--- config.mk ---
export PLATFORM = sky130hd
export DESIGN_NAME = mist1032isa_sync_fifo_reader
export DESIGN_NICKNAME = d
export VERILOG_FILES = /design/src/rtl/mist1032isa_sync_fifo_reader.sv
export SDC_FILE = /design/constraint.sdc
export NUM_CORES = 1
export LEC_CHECK = 0
export CAP_MARGIN = 10
export CORE_UTILIZATION = 38
export CTS_BUF_LIST = sky130_fd_sc_hd__clkbuf_4 sky130_fd_sc_hd__clkbuf_8
export DETAILED_ROUTE_END_ITERATION = 7
export GPL_TIMING_DRIVEN = 0
export PLACE_DENSITY = 0.62
export SETUP_SLACK_MARGIN = 0.05
export SYNTH_ARGS = -nofsm -noshare
export SYNTH_HDL_FRONTEND = slang
export SYNTH_SLANG_ARGS = --single-unit
--- constraint.sdc ---
create_clock -name iCLOCK -period 2 [get_ports iCLOCK]
set_input_delay 0.2 -clock iCLOCK [delete_from_list [all_inputs] [get_ports iCLOCK]]
set_output_delay 0.2 -clock iCLOCK [all_outputs]
set_load 0.1 [all_outputs]
--- src/rtl/mist1032isa_sync_fifo_reader.sv ---
// mist1032isa_sync_fifo_reader
//
// Read-side consumer for the synchronous FIFO. Pops words from the FIFO's
// show-ahead read port and offers them downstream over a request/busy
// handshake. A two-word output stage (head H, tail T) keeps iBUSY out of the
// combinational cone of oFIFO_RD_EN while still moving one word per cycle.
//
// Handshake semantics:
//   Upstream (FIFO):   a word is consumed on every rising edge where
//                      oFIFO_RD_EN=1. oFIFO_RD_EN is only raised while
//                      iFIFO_EMPTY=0, so every pop takes a valid head word.
//   Downstream:        a word transfers on every rising edge where
//                      oREQ=1 and iBUSY=0. While oREQ=1 and iBUSY=1,
//                      oREQ/oDATA hold steady until the transfer happens.
//
// Ports:
//   iCLOCK       system clock, rising edge
//   inRESET      asynchronous active-low reset
//   iREMOVE      synchronous flush, drops all held words
//   iFIFO_EMPTY  FIFO empty flag
//   iFIFO_DATA   FIFO head word (valid when iFIFO_EMPTY=0)
//   oFIFO_RD_EN  FIFO pop strobe
//   oREQ         oDATA valid towards downstream
//   oDATA        oldest held word
//   iBUSY        downstream cannot accept this cycle
//   oHOLD_COUNT  words held internally (0..2); also the FSM state
//   oIDLE        nothing held and FIFO empty
module mist1032isa_sync_fifo_reader #(
  parameter int N = 16
) (
  input  logic         iCLOCK,
  input  logic         inRESET,
  input  logic         iREMOVE,
  input  logic         iFIFO_EMPTY,
  input  logic [N-1:0] iFIFO_DATA,
  output logic         oFIFO_RD_EN,
  output logic         oREQ,
  output logic [N-1:0] oDATA,
  input  logic         iBUSY,
  output logic [1:0]   oHOLD_COUNT,
  output logic         oIDLE
);

  // State encoding equals the number of held words.
  typedef enum logic [1:0] {
    EMPTY   = 2'd0,
    ONE     = 2'd1,
    TWO     = 2'd2,
    ILLEGAL = 2'd3
  } state_t;

  state_t       state, stateNext;
  logic [N-1:0] head, headNext;
  logic [N-1:0] tail, tailNext;
  logic         push;
  logic         pop;

  // Only registered state and FIFO/flush inputs feed the pop strobe; the
  // spare slot in ONE absorbs the word that would otherwise need iBUSY.
  // The unreachable encoding is excluded so a stray word is never popped
  // just to be thrown away by the recovery transition.
  assign push = !iFIFO_EMPTY && (state == EMPTY || state == ONE) && !iREMOVE;
  assign pop  = oREQ && !iBUSY;

  assign oFIFO_RD_EN = push;
  assign oREQ        = (state != EMPTY);
  assign oDATA       = head;
  assign oHOLD_COUNT = state;
  assign oIDLE       = (state == EMPTY) && iFIFO_EMPTY;

  always_comb begin
    stateNext = state;
    headNext  = head;
    tailNext  = tail;
    if (iREMOVE) begin
      stateNext = EMPTY;
    end else begin
      case (state)
        EMPTY: begin
          if (push) begin
            headNext  = iFIFO_DATA;
            stateNext = ONE;
          end
        end
        ONE: begin
          case ({push, pop})
            2'b11: headNext = iFIFO_DATA;
            2'b10: begin
              tailNext  = iFIFO_DATA;
              stateNext = TWO;
            end
            // H keeps its stale value; oREQ=0 masks it.
            2'b01: stateNext = EMPTY;
            default: ;
          endcase
        end
        TWO: begin
          if (pop) begin
            headNext  = tail;
            stateNext = ONE;
          end
        end
        default: stateNext = EMPTY;
      endcase
    end
  end

  always_ff @(posedge iCLOCK or negedge inRESET) begin
    if (!inRESET) begin
      state <= EMPTY;
      head  <= '0;
      tail  <= '0;
    end else begin
      state <= stateNext;
      head  <= headNext;
      tail  <= tailNext;
    end
  end

endmodule

==> impl_metrics.prom <==
# TYPE chip_impl_metric gauge
chip_impl_info{name="run_status",value="finished with violations"} 1
chip_impl_info{name="violations",value="hold timing"} 1
chip_impl_info{name="netlist.top_cell.by_area",value="sky130_fd_sc_hd__dfrtp_1"} 1
chip_impl_metric{name="worstPathArrival",unit="ns"} 2.01
chip_impl_metric{name="clock-skew-final",unit="ns"} 0.004574
chip_impl_metric{name="first_global_vias",unit=""} 1031
chip_impl_info{name="critPathLaunchType",value="input pin"} 1
chip_impl_metric{name="ys_ff_latch",unit=""} 34
chip_impl_metric{name="maxSlewHeadroom",unit="%"} 34.66
chip_impl_metric{name="drive_gt1_share",unit="%"} 47.37
chip_impl_metric{name="layout.cells.non_filler",unit=""} 202
chip_impl_metric{name="yosys.cell_types.count",unit=""} 19
chip_impl_metric{name="maximum_number_of_pins_on_one_net_before_global_route_repair",unit=""} 35
chip_impl_metric{name="wl",unit="um"} 2995
chip_impl_metric{name="die_area",unit="um2"} 4444
chip_impl_metric{name="timing.final.setup_violations",unit=""} 0
chip_impl_metric{name="routabilityCongestion",unit=""} 0.7094
chip_impl_metric{name="floorplan.initialDensity",unit="%"} 39.72
chip_impl_metric{name="synthesis.area_per_instance",unit="um2"} 15.43
chip_impl_metric{name="clock_sinks",unit=""} 34
chip_impl_metric{name="final_max_slew_viol_count",unit=""} 0
chip_impl_info{name="worst-setup-path-type",value="in -> reg"} 1
chip_impl_metric{name="cp_data_required_time",unit="ns"} 2.16
chip_impl_metric{name="core_box_area",unit="um2"} 4000
chip_impl_metric{name="drt-initial-drc-count",unit=""} 9
chip_impl_metric{name="boundaryPins",unit=""} 42
chip_impl_metric{name="drt.antenna.violating_nets",unit=""} 0
chip_impl_info{name="tritoncts",value="yes"} 1
chip_impl_metric{name="adder_cell_area_share_of_the_yosys_netlist",unit="%"} 0
chip_impl_info{name="synth.area.top_cells",value="sky130_fd_sc_hd__dfrtp_1 (54%), sky130_fd_sc_hd__mux2_2 (27%), sky130_fd_sc_hd__mux2_4 (9.4%), sky130_fd_sc_hd__buf_12 (1.3%), sky130_fd_sc_hd__a211o_1 (1.1%)"} 1
chip_impl_metric{name="multi_input_comb_area",unit="um2"} 725.7
chip_impl_metric{name="synth.area.mux_share",unit="%"} 36.38
chip_impl_metric{name="clock.fmax",unit="GHz"} 0.5429
chip_impl_info{name="dominant_combinational_cell_family_by_area_after_synthesis",value="multiplexers"} 1
chip_impl_metric{name="placedCellCount",unit=""} 194
chip_impl_metric{name="clk_latency",unit="ns"} 0.28
chip_impl_info{name="unrepaired_setup_endpoints_after_global_routing",value="no"} 1
chip_impl_metric{name="power.density_cell_area",unit="nW/um2"} 1120
chip_impl_metric{name="drt-wirelength-per-cell",unit="um"} 14.83
chip_impl_metric{name="area.growth.synth_to_final",unit="%"} 36.14
chip_impl_metric{name="clkSlewWorstSetupHoldPaths",unit="ns"} 0.06
chip_impl_metric{name="final.min_clock_period",unit="ns"} 1.842
chip_impl_metric{name="cap_viol_max_count",unit=""} 0
chip_impl_metric{name="die_x_extent",unit="um"} 66.67
chip_impl_metric{name="synth_simple_gate_area_share",unit="%"} 3.780
chip_impl_metric{name="regArea",unit="um2"} 855.8
chip_impl_metric{name="n_fill_cell",unit=""} 362
chip_impl_metric{name="timing.critical_path.fanout_max",unit=""} 10
chip_impl_metric{name="synth_seq_area_share",unit="%"} 53.54
chip_impl_metric{name="antenna-diode-count",unit=""} 0
chip_impl_metric{name="grt_pass1_wl",unit="um"} 4933
chip_impl_metric{name="timing_hold_violations_final",unit=""} 34
chip_impl_metric{name="synth.top_cell.area_share",unit="%"} 53.54
chip_impl_metric{name="synthXorXnorAreaFrac",unit="%"} 0
chip_impl_metric{name="post_synth_instance_area",unit="um2"} 1589
chip_impl_metric{name="number_of_vias_per_cell_after_detailed_routing",unit=""} 4.871
chip_impl_metric{name="detailedRoute.firstPassIterationCount",unit=""} 3
chip_impl_metric{name="worst_ir_drop_vdd",unit="uV"} 620.8
chip_impl_metric{name="synth.net_count",unit=""} 124
chip_impl_metric{name="worst_pin_slew",unit="ns"} 0.9840
chip_impl_metric{name="ys_warn_count",unit=""} 0
chip_impl_info{name="class_of_the_tightest_hold_or_removal_check",value="in -> async"} 1
chip_impl_metric{name="chipHeight",unit="um"} 66.67
chip_impl_metric{name="cts_made_buffers",unit=""} 5
chip_impl_metric{name="compound_gate_fraction_of_synth_area",unit="%"} 3.701
chip_impl_metric{name="rows",unit=""} 23
chip_impl_info{name="timing.critical_path.to_type",value="flip-flop"} 1
chip_impl_metric{name="grt_antenna_before_repair",unit=""} 0
chip_impl_metric{name="route.detailed.drc",unit=""} 0
chip_impl_metric{name="num-nets-final",unit=""} 172
chip_impl_metric{name="layout_worst_path_cycle_share",unit="%"} 92.10
chip_impl_metric{name="cts_htree_levels",unit=""} 2
chip_impl_metric{name="fin_util",unit="%"} 54.08
chip_impl_metric{name="holdBufCountCts",unit=""} 0
chip_impl_metric{name="power.static_leakage",unit="nW"} 0.9539
chip_impl_metric{name="overflow",unit=""} 0
chip_impl_metric{name="port_buffers",unit=""} 41
chip_impl_metric{name="grt_usage",unit="%"} 15.78
chip_impl_info{name="cts_root_buf",value="sky130_fd_sc_hd__clkbuf_8"} 1
chip_impl_metric{name="dp.final_hpwl",unit="um"} 2157
chip_impl_metric{name="post-cts-setup-buffer-count",unit=""} 0
chip_impl_metric{name="syn_inst",unit=""} 103
chip_impl_metric{name="timing.hold.ws",unit="ns"} -0.01808
chip_impl_metric{name="route.vias.total",unit=""} 984
chip_impl_metric{name="clockBufferDepth",unit=""} 2
==> routing by layer <==
layer	part of all wire [%]	wire length, um	global-route usage [%]
met1	44	1323	19.91
met2	49	1481	24.24
met3	4.5	136	5.308
met5	0	0	0
met4	1.8	54	7.181
==> state kept, by name, indices dropped and copies added (netlist names) <==
| signal | cells |
|---|---|
| oDATA | 16 |
| tail | 16 |
| oHOLD_COUNT | 2 |
==> cell families after synthesis <==
family / count (synthesis)
mux: 48
flops: 34
buf+inv: 5
simple gates: 9
compound gates: 7
==> final cells by class <==
cell class | count | share of cell area, %
inverters | 1 | 0.1735
plain buffers | 4 | 2.024
clock buffers | 8 | 4.222
flip-flops and latches | 34 | 39.56
well taps | 50 | 2.892
repair buffers | 41 | 17.58
multi-input cells | 64 | 33.55
==> layout by cell type (no fill, tap or decap), drive strengths merged, types with 2 or more instances in the layout <==
master	instances
a211o	2
a21oi	3
buf	6
clkbuf	8
clkdlybuf4s15	2
clkdlybuf4s50	19
dfrtp	34
dlygate4sd2	18
mux2	48
nor2	2
nor2b	2
==> power breakdown <==
group / leakage, nW / internal [W] / switching, W
Sequential: 0.407 / 0.000851 / 0.0000790
Combinational: 0.497 / 0.000288 / 0.000695
Clock: 0.0498 / 0.000288 / 0.000223
Total: 0.954 / 0.00143 / 0.000998
==> cells in the mapped netlist <==
cell type / instances
sky130_fd_sc_hd__nor3b_1: 1
sky130_fd_sc_hd__a21oi_4: 1
sky130_fd_sc_hd__buf_4: 1
sky130_fd_sc_hd__or2_2: 1
sky130_fd_sc_hd__buf_2: 2
sky130_fd_sc_hd__nand3_2: 1
sky130_fd_sc_hd__or3b_4: 1
sky130_fd_sc_hd__o21bai_1: 1
sky130_fd_sc_hd__a211o_1: 2
sky130_fd_sc_hd__dfrtp_1: 34
sky130_fd_sc_hd__inv_1: 1
sky130_fd_sc_hd__buf_12: 1
sky130_fd_sc_hd__nor3_1: 1
sky130_fd_sc_hd__nor2_1: 2
sky130_fd_sc_hd__a21boi_0: 1
sky130_fd_sc_hd__nor2b_1: 2
sky130_fd_sc_hd__a21oi_1: 2
sky130_fd_sc_hd__mux2_2: 38
sky130_fd_sc_hd__mux2_4: 10
==> metrics by stage <==
stage / power, W / setup WS (ns) / setup TNS (ns) / cell area (um2)
6_report: 0.002424 / 0.1580 / 0 / 2163
5_1_grt: 0.002543 / 0.07922 / 0 / 2163
3_5_place_dp: 0.001991 / -0.4033 / -2.446 / 2095
2_1_floorplan: 0.001722 / -0.2800 / -3.608 / 1627
3_3_place_gp: 0.001968 / -0.3735 / -2.072 / 2100
4_1_cts: 0.002459 / 0.05956 / 0 / 2167
==> worst max-delay path, stage by stage <==
cell	delay, ns
sky130_fd_sc_hd__clkdlybuf4s50_1	0.54
sky130_fd_sc_hd__or3b_4	0.44
sky130_fd_sc_hd__a21oi_4	0.31
sky130_fd_sc_hd__buf_12	0.20
sky130_fd_sc_hd__mux2_4	0.30
==> worst paths after layout <==
check	startpoint	cells past startpoint	end	slack [ns]
worst max-delay path	iBUSY	5	oDATA[13]$_DFFE_PN0P_	0.16
worst min-delay path	inRESET	1	tail[8]$_DFFE_PN0P_	-0.02
worst max register to register	oHOLD_COUNT[0]$_DFFE_PN0P_	4	oDATA[13]$_DFFE_PN0P_	0.17
worst min register to register	tail[10]$_DFFE_PN0P_	1	tail[10]$_DFFE_PN0P_	0.50
max in group asynchronous	inRESET	1	oHOLD_COUNT[1]$_DFFE_PN0P_	1.47
min in group iCLOCK	tail[10]$_DFFE_PN0P_	1	tail[10]$_DFFE_PN0P_	0.50
==> repair_timing <==
| action | CTS | global route |
|---|---|---|
| gates cloned | 0 | 0 |
| resized for setup | 27 | 4 |
| endpoints found under the setup margin | 21 | 10 |
| pin swaps | 0 | 0 |
Note: power is estimated with default switching activity, not from simulation.
